==> src/rtl/rx_word_sequencer.sv <==
// Receive-side write sequencer: pairs MAC bytes into 16-bit words and loads them
// into the receive register bank, deferring to CPU reads and flagging overrun.
module rx_word_sequencer #(
    parameter int NWORDS = 8
) (
    input  logic              clk,
    input  logic              rst,
    input  logic              frm_start,
    input  logic              byte_valid,
    input  logic [7:0]        byte_data,
    input  logic              frm_end,
    input  logic              frm_abort,
    input  logic              cpu_busy,
    output logic [7:0]        wr_hi,
    output logic [7:0]        wr_lo,
    output logic [NWORDS-1:0] wr_en,
    output logic              busy,
    output logic              frame_done,
    output logic              overrun,
    output logic [4:0]        words
);
    typedef enum logic [1:0] {
        IDLE  = 2'd0,
        RX_HI = 2'd1,
        RX_LO = 2'd2,
        DRAIN = 2'd3
    } state_t;

    state_t     state_r, state_n, eff_s;
    logic [7:0] hi_r, hi_n, eff_hi_s;
    logic [4:0] idx_r, idx_n;
    logic       pend_v_r, pend_v_n;
    logic [7:0] pend_hi_r, pend_hi_n, pend_lo_r, pend_lo_n;
    logic [4:0] pend_idx_r, pend_idx_n;
    logic [4:0] words_r, words_n;
    logic       overrun_r, overrun_n, done_r, done_n;
    logic       fire_s, new_v_s;
    logic [7:0] new_hi_s, new_lo_s;

    assign fire_s = pend_v_r & ~cpu_busy;

    // Load enable for the pending word, released only while the CPU is off the bank.
    always_comb begin
        wr_en = '0;
        for (int i = 0; i < NWORDS; i++) begin
            wr_en[i] = fire_s && (pend_idx_r == 5'(i));
        end
    end

    // Next-state: abort beats start beats byte/end; a byte is consumed before an end.
    always_comb begin
        eff_s      = state_r;
        eff_hi_s   = hi_r;
        new_v_s    = 1'b0;
        new_hi_s   = 8'h00;
        new_lo_s   = 8'h00;
        state_n    = state_r;
        hi_n       = hi_r;
        idx_n      = idx_r;
        pend_v_n   = pend_v_r & ~fire_s;
        pend_hi_n  = pend_hi_r;
        pend_lo_n  = pend_lo_r;
        pend_idx_n = pend_idx_r;
        words_n    = words_r + {4'd0, fire_s};
        overrun_n  = overrun_r;
        done_n     = 1'b0;
        if (frm_abort) begin
            state_n  = IDLE;
            pend_v_n = 1'b0;
            words_n  = words_r;
        end else if (frm_start) begin
            state_n   = RX_HI;
            idx_n     = 5'd0;
            words_n   = 5'd0;
            overrun_n = 1'b0;
            pend_v_n  = 1'b0;
        end else begin
            if (byte_valid) begin
                case (state_r)
                    RX_HI: begin
                        eff_hi_s = byte_data;
                        eff_s    = RX_LO;
                    end
                    RX_LO: begin
                        new_v_s  = 1'b1;
                        new_hi_s = hi_r;
                        new_lo_s = byte_data;
                        eff_s    = RX_HI;
                    end
                    default: eff_s = state_r;
                endcase
            end else begin
                eff_s = state_r;
            end
            // An odd trailing byte is padded with a zero lower byte.
            if (frm_end && (eff_s == RX_HI || eff_s == RX_LO)) begin
                if (eff_s == RX_LO) begin
                    new_v_s  = 1'b1;
                    new_hi_s = eff_hi_s;
                    new_lo_s = 8'h00;
                end else begin
                    new_v_s = new_v_s;
                end
                eff_s = DRAIN;
            end else begin
                eff_s = eff_s;
            end
            if (new_v_s) begin
                if (idx_r >= 5'(NWORDS) || (pend_v_r && !fire_s)) begin
                    overrun_n = 1'b1;
                end else begin
                    pend_v_n   = 1'b1;
                    pend_hi_n  = new_hi_s;
                    pend_lo_n  = new_lo_s;
                    pend_idx_n = idx_r;
                end
                // Index saturates at NWORDS so long frames keep dropping words.
                if (idx_r < 5'(NWORDS)) begin
                    idx_n = idx_r + 5'd1;
                end else begin
                    idx_n = idx_r;
                end
            end else begin
                idx_n = idx_r;
            end
            hi_n = eff_hi_s;
            // Finish as soon as nothing remains pending so done and !busy coincide.
            if (eff_s == DRAIN && !pend_v_n) begin
                state_n = IDLE;
                done_n  = 1'b1;
            end else begin
                state_n = eff_s;
            end
        end
    end

    // State and pending-slot registers.
    always_ff @(posedge clk) begin
        if (rst) begin
            state_r    <= IDLE;
            hi_r       <= 8'h00;
            idx_r      <= 5'd0;
            pend_v_r   <= 1'b0;
            pend_hi_r  <= 8'h00;
            pend_lo_r  <= 8'h00;
            pend_idx_r <= 5'd0;
            words_r    <= 5'd0;
            overrun_r  <= 1'b0;
            done_r     <= 1'b0;
        end else begin
            state_r    <= state_n;
            hi_r       <= hi_n;
            idx_r      <= idx_n;
            pend_v_r   <= pend_v_n;
            pend_hi_r  <= pend_hi_n;
            pend_lo_r  <= pend_lo_n;
            pend_idx_r <= pend_idx_n;
            words_r    <= words_n;
            overrun_r  <= overrun_n;
            done_r     <= done_n;
        end
    end

    assign wr_hi      = pend_hi_r;
    assign wr_lo      = pend_lo_r;
    assign busy       = (state_r != IDLE);
    assign frame_done = done_r;
    assign overrun    = overrun_r;
    assign words      = words_r;
endmodule

==> config.mk <==
export PLATFORM = sky130hd
export DESIGN_NAME = rx_word_sequencer
export DESIGN_NICKNAME = d
export VERILOG_FILES = /design/src/rtl/rx_word_sequencer.sv
export SDC_FILE = /design/constraint.sdc
export NUM_CORES = 1
export LEC_CHECK = 0
export BUFFER_PORTS_ARGS = -buffer_cell sky130_fd_sc_hd__buf_2
export CAP_MARGIN = 20
export CORE_ASPECT_RATIO = 1.1
export CORE_MARGIN = 2
export CORE_UTILIZATION = 60
export CTS_BUF_LIST = sky130_fd_sc_hd__clkbuf_2
export DETAILED_ROUTE_END_ITERATION = 8
export PLACE_DENSITY = 0.91
export SLEW_MARGIN = 40
export SYNTH_ARGS = -nofsm -noshare
export SYNTH_HDL_FRONTEND = slang
export SYNTH_SLANG_ARGS = --single-unit
==> constraint.sdc <==
create_clock -name clk -period 4.2 [get_ports clk]
set_input_delay 0.84 -clock clk [delete_from_list [all_inputs] [get_ports clk]]
set_output_delay 0.84 -clock clk [all_outputs]
set_load 0.1 [all_outputs]
==> summary.txt, run 1 <==
Synth
  • Synth warn: 0
  • Post-synth top area share: 40.6%
  • Syn_area_per_cell: 8.60 um^2
  • Count of unique library cells instantiated by Yosys: 44
  • Syn_nets: 274
  • Syn Inst Count: 252
  • Synth Register Bits: 44
  • Fraction of registers with async set/reset: 0%
  • Ys flop type: dfxtp_1
  • Number of enable flip-flop cells after synthesis: 0
  • Post-Syn Area: 2170 um^2
  • Sequential cell area fraction in the yosys report: 40.6%
  • Top-count cell post-synth: dfxtp_1
  • Synth top area cells: dfxtp_1 41%, nand2_1 4.5%, a21oi_1 4.2%
  • Most area-hungry cell type in the Yosys netlist: dfxtp_1
  • Synth cell count leaders: 44 x dfxtp_1, 26 x nand2_1, 20 x nor2_1

Run
  • Max-cap violations: 0

Global route
  • First-pass GRT wire length: 8620 um
  • Number of global-route vias before repair: 1938
  • Initial antenna violation count: 0
  • Gr usage total: 28.1%
  • Largest net degree at the start of global routing: 39
  • Grt total ovfl: 0

Drt
  • Vias/cell: 5.98
  • DRT antenna net count: 0
  • Residual DRC: 0
  • First-pass detailed-route iteration total: 4
  • WL/cell: 15.1 um
  • WL final: 5190 um
  • Routed vias: 2050
  • Starting DRT DRC Count: 156

STA
  • Slew @ Worst Pin: 0.689 ns
  • Final hold violation count: 0
  • Max-slew headroom: 54.1%
  • Final setup skew: 0.0365 ns
  • Final setup vio count: 0
  • Achievable clock frequency: 332 MHz
  • Crit path time final: 3.01 ns
  • Final period utilization: 71.6%
  • Slew Limit Fails: 0
  • RSZ-0062 raised after global routing: no
  • Setup TNS Final: 0 ns

Min path
  • Min-Delay Path Class: flop to flop

Placed design
  • Port Buffers: 46
  • GP Congestion: 0.812
  • Dpl hpwl: 3620 um

Setup path
  • Crit Path Category: input pin to output pin
  • CP top delay family: simple AND/OR/NAND/NOR gates
  • Worst EP required: 3.36 ns
  • Slowest Stage Delay on Critical Path: 0.46 ns
  • Critical path arrival: 2.17 ns
  • Crit path buf inv count: 2
  • Max Fanout on Critical Path: 4
  • CP cell instances: buf_2 -> nor2b_1 -> nor3b_1 -> nand2_1 -> nor3_2 -> buf_2
  • Slowest-stage cell, CP: buf_2
  • Worst setup SP type: input pin
  • Crit end category: output pin
  • Most common cell on crit path: buf_2

Pwr
  • Pwr dens: 268 nW/um^2
  • Internal Power: 0.000477 W
  • Switching Share: 28.3%
  • Combinational cell fraction of total power: 8.0%
  • Leak: 0.930 nW
  • NetSw: 0.000189 W
  • Clock power frac: 28.4%
  • Maximum vdd drop: 237 uV
  • Sequential share of power: 63.6%

Die
  • Initial core utilization: 64.0%
  • IO Count: 47
  • Die Ht: 67.0 um
  • FP Rows: 22
  • Die area: 4110 um^2
  • Die width: 61.3 um
  • Core Region: 3390 um^2

Clocking
  • Clk root buf: clkbuf_2
  • Setup repair bufs after CTS: 0
  • CTS Hold Buffers Added: 0
  • Clk_lat worst skew: 0.44 ns
  • CTS tree: built
  • Clock Pin Slew Worst Setup and Hold Paths: 0.24 ns
  • Clock Tree Buf Depth: 2
  • Total CTS buffers: 5
  • Post-cts resize count: 0
  • Clock sinks: 44
  • H-tree Lvls: 2

Layout
  • Share of cells above drive strength 1: 25.4%
  • Synth-to-layout area growth: 14.4%
  • Filler cell count: 278
  • Nets: 316
  • Ant. Diodes: 0
  • Core Util, Final: 73.2%

Status
  • Status: completed
logic make-up after synthesis:
kind of cell | count (synthesis) | share of synthesized area (%)
and+or+nand+nor | 90 | 21.8
AOI/OAI and AO/OA | 77 | 24.8
DFF | 44 | 40.6
buffers and inverters | 26 | 5.08
muxes | 8 | 3.70
adders and majority gates | 7 | 4.04
sequential cells by signal, summed over array words and instances (netlist names):
register and cells:
wr_hi 8, hi_r 8, overrun 1, state_r 2, wr_lo 8, words 5
frame_done 1, pend_v_r 1, pend_idx_r 5, idx_r 5
final timing paths:
| kind | from | endpoint | slack [ns] | cells after the start |
|---|---|---|---|---|
| setup reg to reg | state_r[0] | wr_hi[6] | 1.96 | 6 |
| hold / removal | wr_lo[0] | wr_lo[0] | 0.48 | 2 |
| hold reg to reg | wr_lo[0] | wr_lo[0] | 0.48 | 2 |
| setup / recovery | cpu_busy | wr_en[4] | 1.19 | 6 |
power by group through the flow:
stage                     clock network, W  registers [W]  logic [W]
final                             0.000189       0.000423  0.0000531
after floorplan                          0       0.000434  0.0000323
after detailed placement                 0       0.000431  0.0000512
after global placement                   0       0.000430  0.0000500
after global routing              0.000206       0.000424  0.0000577
after CTS                         0.000192       0.000423  0.0000515
cell type report:
| class | count | area, um^2 | area share, % |
|---|---|---|---|
| flip-flops and latches | 44 | 881 | 35.5 |
| well taps | 48 | 60.1 | 2.42 |
| clock inverters | 3 | 23.8 | 0.959 |
| multi-input cells | 182 | 1200 | 48.5 |
| clock buffers | 5 | 25.0 | 1.01 |
| inverters | 15 | 56.3 | 2.27 |
| repair buffers | 46 | 230 | 9.29 |
worst register-to-register path, stage by stage, from the launching register on:
cell and delay [ns]:
dfxtp_1 0.56, inv_1 0.13, ha_1 0.37, and2_1 0.27, o21ai_1 0.19, a21boi_2 0.47
a31oi_1 0.15
per-stage QoR:
stage	std cells	setup WS (ns)	instance area (um^2)	total power, W	hold WS (ns)
after global placement	335	1.24	2410	0.000480	0.446
after global routing	343	0.997	2480	0.000688	0.503
after detailed placement	335	1.21	2410	0.000482	0.455
after floorplan	252	0.741	2180	0.000466	0.452
final	343	1.19	2480	0.000665	0.476
after CTS	343	1.20	2460	0.000667	0.479
layer usage:
| layer | share of wire [%] | vias to the layer above | GRT usage, % |
|---|---|---|---|
| met3 | 4.3 | 14 | 6.99 |
| met5 | 0 | - | 0 |
| li1 | - | 1001 | - |
| met4 | 2.1 | 0 | 13.0 |
| met1 | 43 | 978 | 33.5 |
| met2 | 51 | 57 | 46.1 |
layout by cell type (no fill, tap or decap), types with 2 or more instances in the layout:
cell | netlist | routed
o31ai_1 | 2 | 2
nand2b_1 | 3 | 3
o21ai_0 | 15 | 15
o21a_1 | 3 | 3
buf_2 | 4 | 46
nor3_2 | 1 | 3
clkbuf_2 | 0 | 5
mux2i_1 | 8 | 8
o21ai_1 | 2 | 2
a31o_2 | 8 | 8
nor3b_1 | 3 | 3
and2_1 | 4 | 4
nand4_1 | 3 | 3
a21oi_1 | 18 | 18
nand3_1 | 13 | 12
o2111ai_1 | 2 | 2
nor2b_1 | 2 | 2
ha_1 | 7 | 7
nand4b_1 | 3 | 3
o211ai_1 | 5 | 5
clkinvlp_4 | 0 | 2
nand2_1 | 26 | 26
inv_1 | 15 | 15
a22o_1 | 2 | 2
nor2_1 | 20 | 20
a31oi_1 | 13 | 13
dfxtp_1 | 44 | 44
Note: power is estimated with default switching activity, not from simulation.
==> run 2, diff against run 1 <==
--- a/config.mk
+++ b/config.mk
@@ -9,10 +9,10 @@
 export CAP_MARGIN = 20
 export CORE_ASPECT_RATIO = 1.1
 export CORE_MARGIN = 2
-export CORE_UTILIZATION = 60
+export CORE_UTILIZATION = 56
 export CTS_BUF_LIST = sky130_fd_sc_hd__clkbuf_2
 export DETAILED_ROUTE_END_ITERATION = 8
-export PLACE_DENSITY = 0.91
+export PLACE_DENSITY = 0.86
 export SLEW_MARGIN = 40
 export SYNTH_ARGS = -nofsm -noshare
 export SYNTH_HDL_FRONTEND = slang
==> constraint.sdc (replaced) <==
create_clock -name clk -period 3.1 [get_ports clk]
set_input_delay 0.62 -clock clk [delete_from_list [all_inputs] [get_ports clk]]
set_output_delay 0.62 -clock clk [all_outputs]
set_load 0.1 [all_outputs]
==> summary.txt, run 2 (synthesized netlist as in run 1, its figures left out) <==
Placed design
  • GP Congestion: 0.800
  • Port Buffers: 46
  • Dpl hpwl: 3610 um
  • Post-Place Cells: 338

STA
  • Crit path time final: 2.70 ns
  • Slew Limit Fails: 0
  • RSZ-0062 raised after global routing: no
  • Setup TNS Final: 0 ns
  • Final hold violation count: 0
  • Max-slew headroom: 40.4%
  • Achievable clock frequency: 370 MHz
  • Final setup vio count: 0
  • Final setup skew: 0.0154 ns
  • Final period utilization: 87.2%
  • Slew @ Worst Pin: 0.889 ns

Global route
  • Initial antenna violation count: 0
  • Largest net degree at the start of global routing: 39
  • Gr usage total: 24.5%
  • Grt total ovfl: 0
  • Number of global-route vias before repair: 1970
  • First-pass GRT wire length: 8580 um

Die
  • Initial core utilization: 58.8%
  • Die area: 4380 um^2
  • Core Region: 3680 um^2
  • IO Count: 47
  • Die width: 63.3 um
  • Die Ht: 69.2 um
  • FP Rows: 23

Drt
  • Starting DRT DRC Count: 148
  • WL final: 5140 um
  • DRT antenna net count: 0
  • WL/cell: 14.9 um
  • First-pass detailed-route iteration total: 6
  • Routed vias: 2044
  • Residual DRC: 0
  • Vias/cell: 5.91

Setup path
  • Worst reg-to-reg path cell count: 6
  • Worst EP required: 2.48 ns
  • Max Fanout on Critical Path: 4
  • Crit end category: output pin
  • Worst setup SP type: flop
  • Critical path arrival: 2.08 ns
  • Crit Path Category: flop to output pin

Layout
  • Share of cells above drive strength 1: 25.0%
  • Layout Cells excl Fill: 346
  • Nets: 317
  • Footprint of the multi-input gates: 1190 um^2
  • Synth-to-layout area growth: 14.0%
  • Ant. Diodes: 0
  • Commonest cells after routing, fill and taps aside: 46 x buf_2, 44 x dfxtp_1, 26 x nand2_1
  • Filler cell count: 343
  • Commonest non-fill, non-tap cell in the layout: buf_2
  • Register Area: 881 um^2

Clocking
  • Post-cts resize count: 0
  • Clock Tree Buf Depth: 2
  • CTS tree: built
  • Clk root buf: clkbuf_2
  • Clock Pin Slew Worst Setup and Hold Paths: 0.23 ns
  • Clk_lat worst skew: 0.43 ns
  • Total CTS buffers: 5
  • Setup repair bufs after CTS: 0
  • Clock sinks: 44
  • CTS Hold Buffers Added: 0
  • H-tree Lvls: 2

Pwr
  • Leak: 0.933 nW
  • Total power: 0.000887 W
  • Pwr dens: 359 nW/um^2
  • Maximum vdd drop: 266 uV

Status
  • Status: completed

Min path
  • Min-Delay Path Class: input pin to flop
  • Hold path cells: 3

Run
  • Max-cap violations: 0
==> run 2: metal layers <==
| layer | vias up | GRT usage (%) | wire length (um) | part of all wire (%) |
|---|---|---|---|---|
| met5 | - | 0 | 0 | 0 |
| met4 | 0 | 9.66 | 77 | 1.5 |
| met3 | 9 | 6.33 | 322 | 6.3 |
| met2 | 67 | 42.6 | 2530 | 49 |
| met1 | 967 | 28.6 | 2210 | 43 |
| li1 | 1001 | - | - | - |
==> run 2: stage by stage <==
| step | setup WS [ns] | utilization [%] | area, um^2 | hold WS, ns |
|---|---|---|---|---|
| floorplan | 0.0807 | - | 2180 | 0.452 |
| detailed placement | 0.529 | 65.8 | 2420 | 0.457 |
| global placement | 0.548 | 65.8 | 2420 | 0.445 |
| finish | 0.397 | 67.1 | 2470 | 0.425 |
| global route | 0.204 | 67.1 | 2470 | 0.388 |
| CTS | 0.365 | 66.9 | 2460 | 0.412 |
==> run 2: worst paths after layout <==
check             endpoint  slack [ns]         start
hold reg to reg   wr_lo[5]        0.48      wr_lo[5]
setup / recovery  wr_en[0]        0.40      pend_v_r
setup reg to reg  wr_hi[5]        0.86    state_r[0]
hold / removal    wr_lo[3]        0.42  byte_data[3]
==> run 2: power by group <==
part           internal (W)  leakage (nW)  switching (W)  total [W]
Clock             0.0000562        0.0266       0.000188   0.000244
Combinational     0.0000197         0.552      0.0000505  0.0000701
Sequential         0.000570         0.355     0.00000295   0.000572
Total              0.000645         0.933       0.000241   0.000887
==> run 2: worst max-delay path, stage by stage, from the launching register on <==
cell and delay [ns]:
dfxtp_1 0.43, nor2b_1 0.24, nor3b_1 0.27, nand2b_1 0.16
nor3_2 0.12, buf_2 0.45
==> run 2: layout make-up <==
cell class	count	share of cell area [%]
Clock buffer	6	1.22
Multi-Input combinational cell	182	48.2
Inverter	15	2.28
Tap cell	50	2.53
Sequential cell	44	35.7
Timing Repair Buffer	47	9.63
Clock inverter	2	0.456
